--- config.mk ---
export PLATFORM = sky130hd
export DESIGN_NAME = store_buffer
export DESIGN_NICKNAME = d
export VERILOG_FILES = /design/src/rtl/store_buffer.sv
export SDC_FILE = /design/constraint.sdc
export NUM_CORES = 1
export LEC_CHECK = 0
export ABC_CLOCK_PERIOD_IN_PS = 3500
export CORE_MARGIN = 10
export CORE_UTILIZATION = 55
export CTS_BUF_LIST = sky130_fd_sc_hd__clkbuf_8
export CTS_CLUSTER_DIAMETER = 80
export CTS_CLUSTER_SIZE = 16
export DETAILED_ROUTE_END_ITERATION = 7
export HOLD_SLACK_MARGIN = 0.1
export PLACE_DENSITY = 0.84
export SETUP_SLACK_MARGIN = 0.1
export SKIP_CTS_REPAIR_TIMING = 1
export SLEW_MARGIN = 20
export SYNTH_ARGS = -nofsm -noshare
export SYNTH_HDL_FRONTEND = slang
export SYNTH_SLANG_ARGS = --single-unit
--- constraint.sdc ---
create_clock -name Clk -period 3.5 [get_ports Clk]
set_clock_uncertainty 0.05 [all_clocks]
set_input_delay 0.525 -clock Clk [delete_from_list [all_inputs] [get_ports Clk]]
set_output_delay 0.525 -clock Clk [all_outputs]
set_load 0.01 [all_outputs]
--- src/rtl/store_buffer.sv ---
// Posted-store FIFO between EX/MEM and the data memory write port, with
// load-after-store hazard detection. Define STORE_FWD_EN to forward full-word stores to lw.
module store_buffer #(
  parameter int DEPTH = 4
) (
  input  logic        Clk,
  input  logic        Rst,
  input  logic        StoreValid,
  input  logic [31:0] StoreAddress,
  input  logic [31:0] StoreData,
  input  logic [1:0]  SControl,
  output logic        StoreReady,
  input  logic        LoadValid,
  input  logic [31:0] LoadAddress,
  input  logic [1:0]  LControl,
  output logic        LoadStall,
  output logic        FwdValid,
  output logic [31:0] FwdData,
  output logic        MemWrite,
  output logic [31:0] MemAddress,
  output logic [31:0] MemWriteData,
  output logic [1:0]  MemSControl,
  output logic        Empty
);

  localparam int AW = $clog2(DEPTH);

  logic [31:0]   addr_reg [DEPTH];
  logic [31:0]   data_reg [DEPTH];
  logic [1:0]    sctl_reg [DEPTH];

  logic [AW-1:0] head_reg, head_next;
  logic [AW-1:0] tail_reg, tail_next;
  logic [AW:0]   count_reg, count_next;

  logic          full;
  logic          push;
  logic          pop;
  logic          match;
  logic          fwd_ok;
  logic [DEPTH-1:0] entry_valid;
  logic [DEPTH-1:0] entry_match;

  assign full       = (count_reg == (AW+1)'(DEPTH));
  assign Empty      = (count_reg == '0);
  assign StoreReady = !full;
  assign push       = StoreValid && StoreReady;

  // An entry is live when its age relative to head is below count; the
  // subtraction wraps naturally because DEPTH is a power of two.
  genvar gi;
  generate
    for (gi = 0; gi < DEPTH; gi++) begin : g_entry
      logic [AW-1:0] age;
      assign age             = AW'(gi) - head_reg;
      assign entry_valid[gi] = ({1'b0, age} < count_reg);
      assign entry_match[gi] = entry_valid[gi] &&
                               (addr_reg[gi][31:2] == LoadAddress[31:2]);
    end
  endgenerate

  assign match = |entry_match;

`ifdef STORE_FWD_EN
  logic [AW-1:0] yng_idx;

  // Walk oldest to youngest so the last hit wins.
  always_comb begin
    yng_idx = head_reg;
    for (int k = 0; k < DEPTH; k++) begin
      if (entry_match[head_reg + AW'(k)]) begin
        yng_idx = head_reg + AW'(k);
      end
    end
  end

  assign fwd_ok   = (LControl == 2'b00) && (sctl_reg[yng_idx] == 2'b00);
  assign FwdValid = LoadValid && !full && match && fwd_ok;
  assign FwdData  = FwdValid ? data_reg[yng_idx] : 32'd0;

  logic unused_lo;
  assign unused_lo = ^LoadAddress[1:0];
`else
  assign fwd_ok   = 1'b0;
  assign FwdValid = 1'b0;
  assign FwdData  = 32'd0;

  logic unused_lo;
  assign unused_lo = ^{LoadAddress[1:0], LControl};
`endif

  assign LoadStall = LoadValid && (full || (match && !fwd_ok));
  assign MemWrite  = !Empty && (!LoadValid || LoadStall);
  assign pop       = MemWrite;

  assign MemAddress   = Empty ? 32'd0 : addr_reg[head_reg];
  assign MemWriteData = Empty ? 32'd0 : data_reg[head_reg];
  assign MemSControl  = Empty ? 2'b00 : sctl_reg[head_reg];

  always_comb begin
    head_next  = head_reg;
    tail_next  = tail_reg;
    count_next = count_reg;
    if (push) begin
      tail_next = tail_reg + 1'b1;
    end
    if (pop) begin
      head_next = head_reg + 1'b1;
    end
    case ({push, pop})
      2'b10:   count_next = count_reg + 1'b1;
      2'b01:   count_next = count_reg - 1'b1;
      default: count_next = count_reg;
    endcase
  end

  always_ff @(posedge Clk) begin
    if (!Rst) begin
      head_reg  <= '0;
      tail_reg  <= '0;
      count_reg <= '0;
    end else begin
      head_reg  <= head_next;
      tail_reg  <= tail_next;
      count_reg <= count_next;
    end
  end

  // Payload storage needs no reset: liveness comes from the pointers.
  always_ff @(posedge Clk) begin
    if (Rst && push) begin
      addr_reg[tail_reg] <= StoreAddress;
      data_reg[tail_reg] <= StoreData;
      sctl_reg[tail_reg] <= SControl;
    end
  end

endmodule
==> results of run 1 <==
[power by group through the flow]
stage / registers (mW) / logic (mW) / clock network, mW
2_1_floorplan: 3.95 / 1.66 / 0
6_report: 3.92 / 3.24 / 1.57
3_3_place_gp: 4.01 / 3.12 / 0
5_1_grt: 3.94 / 3.49 / 1.71
3_5_place_dp: 4.03 / 3.17 / 0
4_1_cts: 3.95 / 3.19 / 1.60
[path summary, 6_finish.rpt]
| path | start | end | slack, ns | cells after the start |
|---|---|---|---|---|
| setup / recovery | LoadAddress[21] | MemWrite | 0.17 | 11 |
| setup reg to reg | count_reg[1] | count_reg[2] | 0.32 | 14 |
| hold / removal | tail_reg[1] | tail_reg[1] | 0.47 | 2 |
| hold reg to reg | tail_reg[1] | tail_reg[1] | 0.47 | 2 |
[stage by stage]
| step | setup TNS, ns | setup WS (ns) | instance area (sq um) |
|---|---|---|---|
| floorplan | 0 | 0.416 | 12200 |
| global placement | -0.468 | -0.229 | 14400 |
| detailed placement | -0.552 | -0.270 | 14400 |
| CTS | -0.676 | -0.408 | 14800 |
| global route | 0 | 0.0468 | 14800 |
| finish | 0 | 0.168 | 14800 |
[Yosys cell counts (7+ instances only)]
cell / n / share of area (%)
a21oi_1: 8 / 0.33
nor2b_1: 66 / 3.4
inv_1: 10 / 0.31
dfxtp_1: 9 / 1.5
nor4_1: 23 / 1.2
buf_2: 7 / 0.29
ha_1: 9 / 0.93
edfxtp_1: 264 / 65
xor2_1: 118 / 8.5
clkbuf_1: 14 / 0.43
mux4_2: 66 / 12
buf_4: 33 / 2.0
[routing by layer]
metal	wire length, um	vias to the layer above
met5	23	-
met4	706	4
met3	2860	47
met2	13800	290
met1	11100	3376
li1	-	3019
[worst register-to-register path: stages (launching register included)]
cell and delay [ns]:
dfxtp_2 0.36, inv_2 0.08, ha_1 0.31, nor2_1 0.05
a2111oi_2 0.40, nand4_1 0.15, o21ai_2 0.24, nor4_2 0.09
nor2_1 0.16, ha_1 0.20, inv_1 0.05, fa_1 0.37
xor2_1 0.16, or3_1 0.32, a21oi_1 0.14
[cell type report]
type | instances | area share (%)
repair buffers | 231 | 14.9
inverters | 11 | 0.278
clock inverters | 10 | 0.362
well taps | 280 | 2.36
multi-input cells | 378 | 25.5
clock buffers | 21 | 1.95
flip-flops and latches | 273 | 54.7
[cell families (layout without fill, tap and decap cells)]
kind of cell | count (synthesis) | after routing | synth area share (%)
AOI/OAI and AO/OA | 21 | 21 | 1.38
muxes | 66 | 66 | 12.3
DFF | 273 | 273 | 66.9
other | 1 | 33 | 0.0309
and+or+nand+nor | 124 | 124 | 6.28
xor gates and xnor gates | 124 | 124 | 8.96
adders and majority gates | 10 | 10 | 1.09
buffers and inverters | 66 | 273 | 3.14
==> results.cfg, run 1 <==
[outcome]
status = finished, final reports clean

[final_layout]
final_common_cell = edfxtp_1
multiInputGateArea_sq_um = 3780
final_cell_mix = edfxtp_1, clkdlybuf4s50_1, xor2_1
areaGrowthSynthToFinish_pct = 22.4
finalNonFillerCells = 1204
n_antenna_cell = 0
regArea_sq_um = 8120
drive_gt1_share_pct = 18.6
post-route-util_pct = 68.2
fill_cells = 1456
fin_nets = 1030

[power]
p_seq_share_pct = 44.9
power_frac_comb_pct = 37.2
peakVddDrop_mv = 0.518
power.internal_mw = 6.08
fin_total_pwr_mw = 8.72
power.leakage_nw = 4.96
powerDensity_nw_per_um2 = 588
p_sw_mw = 2.64
clock_power_share_pct = 17.9
swShare_pct = 30.3

[hold_path]
hold_class = flop to flop

[grt]
grt_pass1_vias = 7129
grt_antenna_before_repair = 3
use_met1_pct = 24.3
grt_max_degree = 58
grt.busiest_layer = met2
grtUsageTotal_pct = 19.7
grt_overflow = 0
grt_pass1_wl_um = 42900
met3_usage_pct = 6.90
met2_usage_pct = 32.3

[clocking]
cts_root_buffer = clkbuf_8
cts_tree = built
clk_pin_slew_worst_paths_ns = 0.10
cts.sinks = 273
clock_path_buffers = 3
cts_made_buffers = 21
htreeDepth = 1
insertion_delay_ns = 0.56

[route]
drc_errors = 0
dr.pass1.iters = 4
wirelength_um = 28400
via_per_inst = 5.59
dr_total_vias = 6736
ant_nets = 0
drtIter0Drc = 386
routedWlPerCell_um = 23.6

[setup_path]
criticalPathCategory = input port to primary output
critPathCaptureType = primary output
cp_slowest_stage_delay_ns = 0.50
crit_slowest_cell = clkdlybuf4s50_1
worst_path_dominant_cell_family = buffers and inverters
critPathLaunchType = input port
cp_num_buf_inv = 5
required_ns = 2.92
worst-path-max-fanout = 3
crit_chain = clkdlybuf4s50_1 -> buf_4 -> xor2_1 -> nor4_1 -> buf_4 -> nand4_1 -> nor3_2 -> nor4_2 -> nor2_1 -> buf_4 -> dlymetal6s2s_1
worstPathArrival_ns = 2.76
cpMostUsedCell = buf_4

[sta]
worst_slew_pin_slew_ns = 0.647
rsz0062_at_grt = yes
max_slew_margin_pct = 56.9
hold_viol_final = 0
finalSetupViolations = 0
whs_ns = 0.472
max_freq_mhz = 300
finalCritPeriodShare_pct = 95.2
drv_slew = 0
post-route-min-period_ns = 3.33

[synth]
synth_edf_count = 264
synth-seq-cells = 273
synth_area_sq_um = 12100
avgSynthCellArea_sq_um = 17.7
ys_warn_count = 0
ys_seq_area_share_pct = 66.9
ys.flop_type = edfxtp_1
syn_inst = 685
synth.distinct_cells = 38
async_reset_ff_share_pct = 0

[placement]
port_buffers = 169
dpl.cell_count = 1165
hpwlAfterDp_um = 20200
gp_congestion = 0.872

[floorplan]
coreArea_sq_um = 21800
rows = 54
die_h_um = 168
dieWidth_um = 168
die_area_sq_um = 28400
start_util_pct = 55.7
io-pin-count = 207

[job]
drv_cap = 0
No activity file was read; power rests on OpenSTA's default activity.
==> run 2: changes to the inputs <==
Settings changed: SLEW_MARGIN 20 to default.
==> results of run 2 <==
Final layout, timing and power as in run 1 (identical DEF).
